File: src/rtl/mem_port_arb.sv
`default_nettype none
// ============================================================================
// Module      : mem_port_arb
// Description : Round-robin arbiter sharing one memory read/write port among
//               four requesters. Each grant is held for a bounded burst, and
//               read beats are tagged so returning data reaches its issuer.
// Revision    : 1.0 - initial release
// ============================================================================
module mem_port_arb #(
    parameter int ADDR_W    = 24,
    parameter int DATA_W    = 32,
    parameter int MAX_BURST = 16,
    parameter int TAG_DEPTH = 8
) (
    input  logic                  clk,
    input  logic                  reset,
    input  logic [3:0]            req_wr_en,
    input  logic [3:0]            req_rd_en,
    input  logic [4*ADDR_W-1:0]   req_wr_addr,
    input  logic [4*ADDR_W-1:0]   req_rd_addr,
    input  logic [4*DATA_W-1:0]   req_wr_data,
    output logic [3:0]            req_wr_rdy,
    output logic [3:0]            req_rd_rdy,
    output logic [DATA_W-1:0]     req_rd_data,
    output logic [3:0]            req_rd_valid,
    output logic                  wr_en,
    output logic                  rd_en,
    output logic [ADDR_W-1:0]     wr_addr,
    output logic [ADDR_W-1:0]     rd_addr,
    output logic [DATA_W-1:0]     wr_data,
    input  logic                  wr_rdy,
    input  logic                  rd_rdy,
    input  logic [DATA_W-1:0]     rd_data,
    input  logic                  rd_data_valid,
    output logic [1:0]            owner,
    output logic                  busy,
    output logic                  tag_err
);

    localparam int c_cnt_w = $clog2(MAX_BURST + 1);
    localparam int c_idx_w = $clog2(TAG_DEPTH);
    localparam int c_ptr_w = c_idx_w + 1;
    localparam logic [c_cnt_w-1:0] c_last  = c_cnt_w'(MAX_BURST - 1);
    localparam logic [c_ptr_w-1:0] c_depth = c_ptr_w'(TAG_DEPTH);

    typedef enum logic [0:0] {
        S_IDLE = 1'b0,
        S_OWN  = 1'b1
    } state_t;

    state_t               r_state;
    state_t               w_state_nxt;
    logic [1:0]           r_owner;
    logic [c_cnt_w-1:0]   r_count;
    logic [c_ptr_w-1:0]   r_wr_ptr;
    logic [c_ptr_w-1:0]   r_rd_ptr;
    logic [1:0]           r_tags [TAG_DEPTH];
    logic                 r_tag_err;

    logic [3:0]           w_req_any;
    logic [1:0]           w_sel;
    logic [1:0]           w_idx;
    logic                 w_found;
    logic                 w_own_en;
    logic                 w_push;
    logic                 w_beat;
    logic                 w_pop;
    logic                 w_tag_empty;
    logic                 w_tag_full;
    logic [1:0]           w_head;

    assign w_req_any   = req_wr_en | req_rd_en;
    assign w_tag_empty = (r_wr_ptr == r_rd_ptr);
    assign w_tag_full  = ((r_wr_ptr - r_rd_ptr) == c_depth);
    assign w_head      = r_tags[r_rd_ptr[c_idx_w-1:0]];
    assign w_pop       = rd_data_valid & ~w_tag_empty;

    assign req_rd_valid = w_pop ? (4'b0001 << w_head) : 4'b0000;
    assign req_rd_data  = w_pop ? rd_data : '0;
    assign owner        = r_owner;
    assign busy         = (r_state == S_OWN);
    assign tag_err      = r_tag_err;

    // Round-robin pick: first requester after the last owner, wrapping to it.
    always_comb begin
        w_sel   = r_owner;
        w_found = 1'b0;
        w_idx   = r_owner;
        for (int k = 1; k <= 4; k++) begin
            w_idx = r_owner + 2'(k);
            if (!w_found && w_req_any[w_idx]) begin
                w_sel   = w_idx;
                w_found = 1'b1;
            end
        end
    end

    // Steer the owner onto the memory port; reads are held off while tags are full.
    always_comb begin
        req_wr_rdy = 4'b0000;
        req_rd_rdy = 4'b0000;
        wr_en      = 1'b0;
        rd_en      = 1'b0;
        wr_addr    = '0;
        rd_addr    = '0;
        wr_data    = '0;
        w_push     = 1'b0;
        w_beat     = 1'b0;
        w_own_en   = 1'b0;
        if (r_state == S_OWN) begin
            wr_en               = req_wr_en[r_owner];
            rd_en               = req_rd_en[r_owner] & ~w_tag_full;
            wr_addr             = req_wr_addr[int'(r_owner)*ADDR_W +: ADDR_W];
            rd_addr             = req_rd_addr[int'(r_owner)*ADDR_W +: ADDR_W];
            wr_data             = req_wr_data[int'(r_owner)*DATA_W +: DATA_W];
            req_wr_rdy[r_owner] = wr_rdy;
            req_rd_rdy[r_owner] = rd_rdy & ~w_tag_full;
            w_push              = rd_en & rd_rdy;
            w_beat              = (wr_en & wr_rdy) | w_push;
            w_own_en            = req_wr_en[r_owner] | req_rd_en[r_owner];
        end
    end

    // Next state: grant on any request, release when owner goes quiet or burst ends.
    always_comb begin
        w_state_nxt = r_state;
        case (r_state)
            S_IDLE:  if (w_found) w_state_nxt = S_OWN;
            S_OWN:   if (!w_own_en || (w_beat && (r_count == c_last))) w_state_nxt = S_IDLE;
            default: w_state_nxt = S_IDLE;
        endcase
    end

    // State, owner and burst-beat counter registers.
    always_ff @(posedge clk or negedge reset) begin
        if (!reset) begin
            r_state <= S_IDLE;
            r_owner <= 2'd3;
            r_count <= '0;
        end else begin
            r_state <= w_state_nxt;
            if (r_state == S_IDLE) begin
                r_count <= '0;
                if (w_found) r_owner <= w_sel;
            end else if (w_beat) begin
                r_count <= r_count + 1'b1;
            end
        end
    end

    // Tag FIFO pointers and the sticky error for returns with no tag pending.
    always_ff @(posedge clk or negedge reset) begin
        if (!reset) begin
            r_wr_ptr  <= '0;
            r_rd_ptr  <= '0;
            r_tag_err <= 1'b0;
        end else begin
            if (w_push) r_wr_ptr <= r_wr_ptr + 1'b1;
            if (w_pop)  r_rd_ptr <= r_rd_ptr + 1'b1;
            if (rd_data_valid && w_tag_empty) r_tag_err <= 1'b1;
        end
    end

    // Tag storage: the owner index of each accepted read beat.
    always_ff @(posedge clk) begin
        if (w_push) r_tags[r_wr_ptr[c_idx_w-1:0]] <= r_owner;
    end

endmodule
`default_nettype wire

File: config.mk
export PLATFORM = sky130hd
export DESIGN_NAME = mem_port_arb
export DESIGN_NICKNAME = d
export VERILOG_FILES = /design/src/rtl/mem_port_arb.sv
export SDC_FILE = /design/constraint.sdc
export NUM_CORES = 1
export LEC_CHECK = 0
export ABC_AREA = 1
export BUFFER_PORTS_ARGS = -buffer_cell sky130_fd_sc_hd__buf_4
export CAP_MARGIN = 20
export CELL_PAD_IN_SITES_DETAIL_PLACEMENT = 0
export CELL_PAD_IN_SITES_GLOBAL_PLACEMENT = 1
export CORE_AREA = 8 8 185 187
export CTS_CLUSTER_DIAMETER = 30
export DETAILED_ROUTE_END_ITERATION = 16
export DIE_AREA = 0 0 193 195
export GPL_ROUTABILITY_DRIVEN = 0
export PLACE_DENSITY = 0.67
export SETUP_SLACK_MARGIN = 0.02
export SYNTH_ARGS = -nofsm -noshare
export SYNTH_HDL_FRONTEND = slang
export SYNTH_SLANG_ARGS = --single-unit
export TNS_END_PERCENT = 100
File: constraint.sdc
create_clock -name clk -period 3.5 [get_ports clk]
set_input_delay 0 -clock clk [delete_from_list [all_inputs] [get_ports clk]]
set_output_delay 0 -clock clk [all_outputs]
set_load 0.1 [all_outputs]
* After elaboration in Yosys (flattened, before gate mapping)
Memories as Yosys holds them, arrays and structs flattened.
Index checks and enable logic that the tools add are counted.
** Storage, ports and cells
- Register bits after elaboration :: 17
- Bits in latches :: 0
- RAM bits :: 16
- ROM bits :: 0
- Bits of input ports :: 365
- Output and inout bits :: 130
- Word-level logic and storage cells :: 95
- Memories kept :: 1
** Memory list
- r_tags :: words 8, bits a word 2, read ports 1, clocked after Yosys merged registers in 0, wr ports 1, line 57 : logic [1:0] r_tags [TAG_DEPTH];
** Cells by class
- Add/subtract/negate cells :: 7
- Multipliers :: 1
- Div/mod/pow operators :: 0
- $lt $le $gt $ge :: 5
- Equal/unequal tests :: 4
- Shift operators :: 4
- Mux-type cells :: 40
- Bitwise gates (word level) :: 14
- Reductions and logical operators :: 13
** Operator list (number)
- variable part select 128 x 8 -> 32 bit :: 1
- variable part select 96 x 32 -> 24 bit :: 1
- variable part select 96 x 8 -> 24 bit :: 1
- two-way mux 32 bit :: 2
- two-way mux 24 bit :: 2
- two-way mux 1 bit :: 20
- binary-select mux 1 bit (select 2 bit) :: 6
- < comparator 2 x 3 -> 1 bit (second input constant) :: 4
- two-way mux 4 bit :: 3
- two-way mux 5 bit :: 2
- adder 4 x 1 -> 4 bit (second input constant) :: 2
- AND 4 bit :: 2
- logical AND 1 bit :: 6
- two-way mux 2 bit :: 3
- adder 5 x 1 -> 5 bit (second input constant) :: 1
- AND 1 bit :: 5
- equality test 5 x 4 -> 1 bit (second input constant) :: 1
- adder 2 bit (second input constant) :: 2
- equality test 4 bit :: 1
- equality test 4 bit (second input constant) :: 1
- zero test 1 bit :: 4
- multiplier 2 x 2 -> 4 bit (second input constant) :: 1
- NOT 1 bit :: 4
- bitwise OR 4 bit :: 1
- other kinds (11) :: 12

* Depth between registers and ports, before layout
Gate-level depths: netlist of run 1.
- Depth in word-level cells :: 15
- Mapped depth :: 14
- Mapped depth without buffers :: 14

* Worst setup path after synthesis of run 1
OpenSTA, ideal clock, no wires.
- Path kind :: flip-flop to output port
- Start point :: reg r_owner[1], in the netlist owner[1]
- End point :: out req_rd_rdy[1]
- Arrival :: 3.633 ns
- Data required time :: 3.500 ns
- Setup slack :: -0.133 ns
- Stages on the path, launching flop included :: 7
- Path buffers :: 2
- Cells stage by stage :: dfstp_2 > inv_1 > clkbuf_1 > clkbuf_1 > ha_1 > inv_1 > nor3_1
** Between the ends
- Cells in the longest elaborated chain, start to end :: 6
- Elaborated cells on any way between the ends :: 7
- Classes of those cells :: order compare (2); mux (3); bitwise (1); reduce/logical (1)
** Ends and longest elaborated chain
- start, declared :: line 53 : logic [1:0] r_owner;
- start signal, assigned :: line 144 : if (w_found) r_owner <= w_sel;
- < comparator 2 x 3 -> 1 bit (not written as such) or >= comparator 2 x 1 -> 1 bit (tied branches) :: line 117 : req_rd_rdy[r_owner] = rd_rdy & ~w_tag_full;
- logical AND 1 bit (not written as such) :: line 117
- two-way mux 1 bit (not written as such) :: line 117
- demux 1 bit (select 2 bit) (*) :: line 117
- AND 4 bit (no line) (*)
- two-way mux 4 bit (*) :: line 110 : if (r_state == S_OWN) begin
- end, declared :: line 23 : output logic [3:0] req_rd_rdy,
Mark *: on every way between the ends. The rest lies on a longest branch, timed or not.

* Worst setup path in the final report of run 1
- Start point :: reg r_rd_ptr[0]
- End point :: out req_rd_data[3]
** Between the ends
- Cells in the longest elaborated chain, start to end :: 4
** Ends and longest elaborated chain
- start, declared :: line 56 : logic [c_ptr_w-1:0] r_rd_ptr;
- start signal, assigned :: line 159 : if (w_pop) r_rd_ptr <= r_rd_ptr + 1'b1;
- equality test 4 bit :: line 73 : assign w_tag_empty = (r_wr_ptr == r_rd_ptr);
- NOT 1 bit :: line 76 : assign w_pop = rd_data_valid & ~w_tag_empty;
- AND 1 bit :: line 76
- two-way mux 32 bit :: line 79 : assign req_rd_data = w_pop ? rd_data : '0;
- end, declared :: line 24 : output logic [DATA_W-1:0] req_rd_data,
No other way between the ends.

==> results of run 1 <==
[repair_timing]
| item | CTS | global route |
|---|---|---|
| hold buffers | 2 | 0 |
| endpoints found under the hold margin | 18 | 0 |
| setup endpoints to repair | 0 | 0 |
[metrics by stage]
stage	setup WS [ns]	utilization, %	std cells	setup TNS (ns)	area, µm²
after floorplan	-0.133	-	945	-1.04	4980
after global placement	1.15	28.8	1782	0	8990
after detailed placement	1.08	28.8	1782	0	8990
after CTS	0.774	29.3	1792	0	9150
after global routing	0.494	29.3	1793	0	9150
final	0.818	29.3	1793	0	9150
[sequential cells by signal, summed over array words and instances (netlist names)]
signal    flops
owner         2
r_tags       16
busy          1
r_count       5
r_rd_ptr      4
r_wr_ptr      4
tag_err       1
[Yosys cell counts, drive strengths merged, types with 2 or more instances]
library cell	n	area, µm²
a21oi	83	415
a31oi	2	18.8
buf	30	166
clkbuf	39	146
dfrtp	15	375
dfstp	2	52.6
edfxtp	16	480
ha	11	138
inv	67	251
nand2	67	262
nand3	17	103
nand3b	3	22.5
nand4	7	43.8
nor2	386	1470
nor3	8	40.0
o21ai	178	891
o22ai	4	25.0
xor2	8	70.1
[final cells by class]
type                            instances  area [µm²]  share of cell area, %
Timing Repair Buffer                  506        3830                   41.8
Multi-Input combinational cell        776        3510                   38.3
Sequential cell                        33         916                   10.0
Tap cell                              402         503                   5.49
Inverter                               67         256                   2.80
Clock buffer                            7         133                   1.45
Clock inverter                          1        5.00                 0.0547
Antenna cell                            1        2.50                 0.0273
[routing by layer]
layer	share of wire [%]	track usage, %
met1	37	16.5
met2	53	29.3
met3	8.8	4.74
met4	1.7	3.22
met5	0.041	0
[path summary, 6_finish.rpt]
kind | slack (ns) | from | endpoint | cells past startpoint
setup / recovery | 0.82 | r_rd_ptr[0] | req_rd_data[3] | 7
hold / removal | 0.14 | reset | r_rd_ptr[2] | 2
setup reg to reg | 1.19 | owner[0] | r_tags[6][1] | 7
hold reg to reg | 0.49 | tag_err | tag_err | 1
max in group asynchronous | 3.10 | reset | owner[1] | 2
min in group clk | 0.16 | rd_rdy | r_count[0] | 4
[critical path: stages (launching register included)]
cell and delay, ns:
dfrtp_1 0.56, ha_1 0.31, nand2_1 0.07, inv_1 0.07, a31oi_2 0.39, inv_1 0.47, nor2_1 0.22, buf_4 0.31
[cell families after synthesis]
group | Yosys count | share of synthesized area, %
and+or+nand+nor | 489 | 39.0
buffers and inverters | 136 | 11.3
AOI/OAI and AO/OA | 268 | 27.3
xor gates and xnor gates | 8 | 1.41
adders and majority gates | 11 | 2.76
DFF | 33 | 18.2
==> results by group, run 1 <==
Critical path
  • CP Capture Type: primary output
  • CP Class: flop to primary output
  • Critical Path AT: roughly 2.7 ns
  • CP Max Fanout: 32
  • WP data required: approximately 3.5 ns
  • Crit start category: flop

Timing
  • Final Cycle Share: 76.6%
  • Final Hold Vio Count: 0
  • Max-slew headroom: approximately 44%
  • Fmax: approximately 370 MHz
  • Clock skew: roughly 0.0043 ns
  • Final hold slack: about 0.14 ns
  • Pins Over Slew Limit: 0
  • Finish-stage setup viols: 0
  • Worst Max-Slew Pin Slew: approximately 0.84 ns
  • Min Clock Period, post-route: between 2 and 3 ns
  • RSZ-0062 raised after global routing: false

Synth
  • Post-synth cell types: 29
  • Post-synth EDFFs: 16
  • Synth Net Count: between 1000 and 1500
  • Most used DFF post-synth: edfxtp_1
  • Synth Warn #: 0
  • Sequential share of the synthesized area: 18.2%
  • Number of synthesized register bits: 33
  • FFs w/ async S/R, synth: 51.5%
  • Cells after Synth: between 900 and 1000
  • Avg Cell Area, Syn: about 5.3 µm²
  • Post-Synthesis Cell Area: 4980 µm²

Global routing
  • First-pass GRT wire length: ~46000 µm
  • Vias in the first global route: about 8000
  • Antenna violations before repair: 2
  • Largest net degree at the start of global routing: between 100 and 150
  • Global Route Usage Sum: ~15%
  • GR Overflow Total: 0

Detailed routing
  • Via Count: slightly below 8000
  • Via/cell ratio: approximately 4.3
  • Antenna viol nets, final: 0
  • DRT Pass-1 Iters: 5
  • Avg WL per Cell: around 18 µm
  • DRC viols: 0
  • Final WL: 31400 µm
  • DR iter-0 viols: ~330

Job
  • Max-cap violations: 0

Die
  • Initial core utilization: 16.0%
  • Full die area: between 30000 and 40000 µm²
  • Number of top-level pins: 495
  • Die span in x: 193 µm
  • Placeable Area: about 31000 µm²
  • Die H: roughly 200 µm
  • Std cell rows: 65

CTS
  • Clk sink count: 33
  • Setup bufs post-CTS: 0
  • Cts repair resizes: 0
  • Root buf cell: clkbuf_16
  • CTS tree: yes
  • Number of clock buffers inserted by TritonCTS: 5
  • Worst-skew pair later-pin latency: approximately 0.28 ns
  • H-tree depth: 2
  • Clock buffer depth: 2
  • CTS clk-pin slew, worst paths: 0.05 ns

Finish
  • Layout cells sized above 1: 37.7%
  • Most common cell after layout, fill and taps aside: buf_4
  • Fill cell count: between 3000 and 4000
  • Most frequent cells in the layout: buf_4 (502), nor2_1 (385), o21ai_0 (176)
  • Number of nets in the layout: roughly 1800
  • Area Growth Syn to Fin: 83.7%

Outcome
  • Outcome: finished clean

Placed design
  • Post-DP HPWL: 25700 µm
  • IO Port Bufs: between 400 and 500

Min path
  • HP Class: input pin to asynchronous set/reset pin
Power of run 1 is left out: the tool's default activity adds up to more than one toggle a clock period on the data nets, which glitch-free logic cannot reach.
==> run 2, diff against run 1 <==
--- a/config.mk
+++ b/config.mk
@@ -5,17 +5,17 @@
 export SDC_FILE = /design/constraint.sdc
 export NUM_CORES = 1
 export LEC_CHECK = 0
-export ABC_AREA = 1
+export ABC_AREA = 0
 export BUFFER_PORTS_ARGS = -buffer_cell sky130_fd_sc_hd__buf_4
 export CAP_MARGIN = 20
 export CELL_PAD_IN_SITES_DETAIL_PLACEMENT = 0
 export CELL_PAD_IN_SITES_GLOBAL_PLACEMENT = 1
-export CORE_AREA = 8 8 185 187
+export CORE_AREA = 8 8 189 191
 export CTS_CLUSTER_DIAMETER = 30
 export DETAILED_ROUTE_END_ITERATION = 16
-export DIE_AREA = 0 0 193 195
+export DIE_AREA = 0 0 197 199
 export GPL_ROUTABILITY_DRIVEN = 0
-export PLACE_DENSITY = 0.67
+export PLACE_DENSITY = 0.56
 export SETUP_SLACK_MARGIN = 0.02
 export SYNTH_ARGS = -nofsm -noshare
 export SYNTH_HDL_FRONTEND = slang
==> constraint.sdc (replaced) <==
create_clock -name clk -period 2.5 [get_ports clk]
set_input_delay 0 -clock clk [delete_from_list [all_inputs] [get_ports clk]]
set_output_delay 0 -clock clk [all_outputs]
set_load 0.1 [all_outputs]
==> run 2 against run 1 <==
Worst setup slack got worse by 0.69 ns. Critical path depth rose by 2. Final cell count fell by 26%. Clock skew barely moved. Count of clock-buffer cells in the layout fell by 2. Register-to-register slack got worse by 0.96 ns. Cell area rose by 0.86%. Die area rose by 4.2%. Largest cell class unchanged. Flip-flop and latch count did not move. Sequential share of layout area fell by 0.072 points. Via count fell by 32%. Synthesized area fell by 9.1%. Critical path type unchanged.
==> results by group, run 2 <==
Outcome
  • Outcome: finished clean

Synth
  • Synth Net Count: between 700 and 800
  • Post-Synthesis Cell Area: 4530 µm²
  • Number of synthesized register bits: 33
  • Cells after Synth: ~390
  • Largest cells by area after synthesis: mux4_2 (43%), and2_1 (16%), edfxtp_1 (11%)
  • Post-synth EDFFs: 16
  • Leading cell types by count after synthesis: and2_1 (114), mux4_2 (87), clkbuf_1 (22), nor2_1 (22), nand2_1 (18)
  • Post-synth cell types: 38
  • Avg Cell Area, Syn: around 12 µm²
  • Top-area cell type share of the netlist area: between 40% and 50%
  • Area leader, netlist: mux4_2
  • Most used DFF post-synth: edfxtp_1
  • FFs w/ async S/R, synth: just over 50%
  • Synth Warn #: 0
  • Most numerous cell in the Yosys netlist: and2_1
  • Sequential share of the synthesized area: about 20%

Finish
  • Most common cell after layout, fill and taps aside: buf_4
  • Fill cell count: about 3600
  • Largest register FFs: 16
  • Number of nets in the layout: around 1300
  • Layout cells sized above 1: about 80%
  • Area Growth Syn to Fin: 104%
  • Final Util: between 20 and 30%
  • Area of the multi-input gates: between 3000 and 4000 µm²
  • Seq. cell area: 917 µm²
  • Most frequent cells in the layout: buf_4 (501), mux4_2 (87), and2_2 (70)

Critical path
  • WP data required: about 2.5 ns
  • Critical Path AT: between 2 and 2.5 ns
  • Critical path cell sequence: inv_1 > ha_1 > nand3_1 > nor3_1 > buf_4 > or3_1 > buf_4 > nor2_2 > buf_8
  • Most frequent CP cell: buf_4
  • CP Class: flop to primary output
  • Max stage delay on crit path: ~0.39 ns
  • CP Max Fanout: 5
  • CP max stage cell: or3_1
  • Crit start category: flop
  • CP Capture Type: primary output

CTS
  • Clock buffer depth: 2
  • CTS tree: yes
  • Worst-skew pair later-pin latency: 0.28 ns
  • CTS clk-pin slew, worst paths: about 0.05 ns
  • Clk sink count: 33
  • Number of clock buffers inserted by TritonCTS: 5
  • H-tree depth: 2
  • Root buf cell: clkbuf_16

Timing
  • RSZ-0062 raised after global routing: true
  • Fmax: about 420 MHz
  • Final Hold Vio Count: 0
  • Worst Max-Slew Pin Slew: about 0.52 ns
  • Min Clock Period, post-route: between 2 and 2.5 ns
  • Pins Over Slew Limit: 0
  • Final Cycle Share: between 90% and 100%
  • Clock skew: between 0.004 and 0.005 ns
  • Max-slew headroom: around two thirds
  • Finish-stage setup viols: 0

Die
  • Initial core utilization: 13.8%
  • Std cell rows: 67
  • Number of top-level pins: slightly below 500
  • Die H: about 200 µm
  • Die span in x: 197 µm
  • Placeable Area: between 30000 and 40000 µm²
  • Full die area: 39200 µm²

Detailed routing
  • Via/cell ratio: 3.97
  • DR iter-0 viols: roughly 160
  • Antenna viol nets, final: 0
  • DRC viols: 0
  • DRT Pass-1 Iters: 4
  • Final WL: roughly 28000 µm
  • Avg WL per Cell: approximately 21 µm
  • Via Count: between 5000 and 6000

Min path
  • HP Class: input pin to flop

Job
  • Max-cap violations: 0

Global routing
  • Vias in the first global route: around 5800
  • Largest net degree at the start of global routing: 97
  • First-pass GRT wire length: a little under 40000 µm
  • Global Route Usage Sum: 13.0%
  • Antenna violations before repair: 5
  • GR Overflow Total: 0

Placed design
  • IO Port Bufs: about 500
  • Post-DP HPWL: 24200 µm
[run 2: path summary, 6_finish.rpt]
check	startpoint	end	slack, ns	cells past startpoint
max	r_rd_ptr[2]	req_rd_rdy[2]	0.12	9
min	req_rd_en[1]	owner[1]	0.10	4
max reg2reg	r_rd_ptr[2]	r_tags[2][0]	0.23	7
min reg2reg	tag_err	tag_err	0.45	1
max in group asynchronous	reset	owner[0]	2.08	2
min in group asynchronous	reset	r_rd_ptr[2]	0.15	2
[run 2: cell families (layout without fill, tap and decap cells)]
group           after synthesis  after routing  share of synthesized area, %
other cells                   0              1                             0
fa+ha+maj                    11             11                          3.04
flops                        33             33                          20.1
compound gates               20             20                          3.32
buf+inv                      45            530                          3.98
simple gates                185            185                          23.6
mux                          89             89                          43.7
xor+xnor                     10             10                          2.29
[run 2: stage by stage]
step | TNS [ns] | hold slack [ns] | std cells | setup WS [ns] | cell area [µm²]
after CTS | 0 | 0.0988 | 1324 | 0.0468 | 9170
after global routing | -0.00980 | 0.136 | 1327 | -0.00594 | 9230
after detailed placement | 0 | -0.107 | 1314 | 0.167 | 8960
final | 0 | 0.104 | 1327 | 0.124 | 9230
after floorplan | -4.33 | -0.296 | 393 | -0.452 | 4670
after global placement | 0 | -0.108 | 1314 | 0.201 | 8960
[run 2: worst max-delay path: cells and delay by family (launching register included)]
family,cells,cell delay (ns)
adders and majority gates,1,0.34
buffers and inverters,4,0.66
DFF,1,0.38
and+or+nand+nor,4,0.73
[run 2: per-layer routing]
layer,global-route usage (%),vias up,wire [µm]
met5,0,-,51
met4,1.25,8,210
met3,5.60,20,2650
met2,24.8,236,15300
met1,13.5,2547,9450
li1,-,2454,-
[run 2: cell type report]
type	count	area share, %
repair buffers	512	42.7
multi-input cells	315	38.8
flip-flops and latches	33	9.93
well taps	448	6.07
clock buffers	5	1.36
clock inverters	3	0.705
inverters	10	0.407
diodes	1	0.0271
[run 2: repair_timing]
action / in CTS / in global routing
setup buffers: 0 / 2
endpoints found under the setup margin: 0 / 38
hold buffers: 2 / 0
hold endpoints to repair: 18 / 0
resized for setup: 0 / 11
Power of run 2 is left out for the same reason.
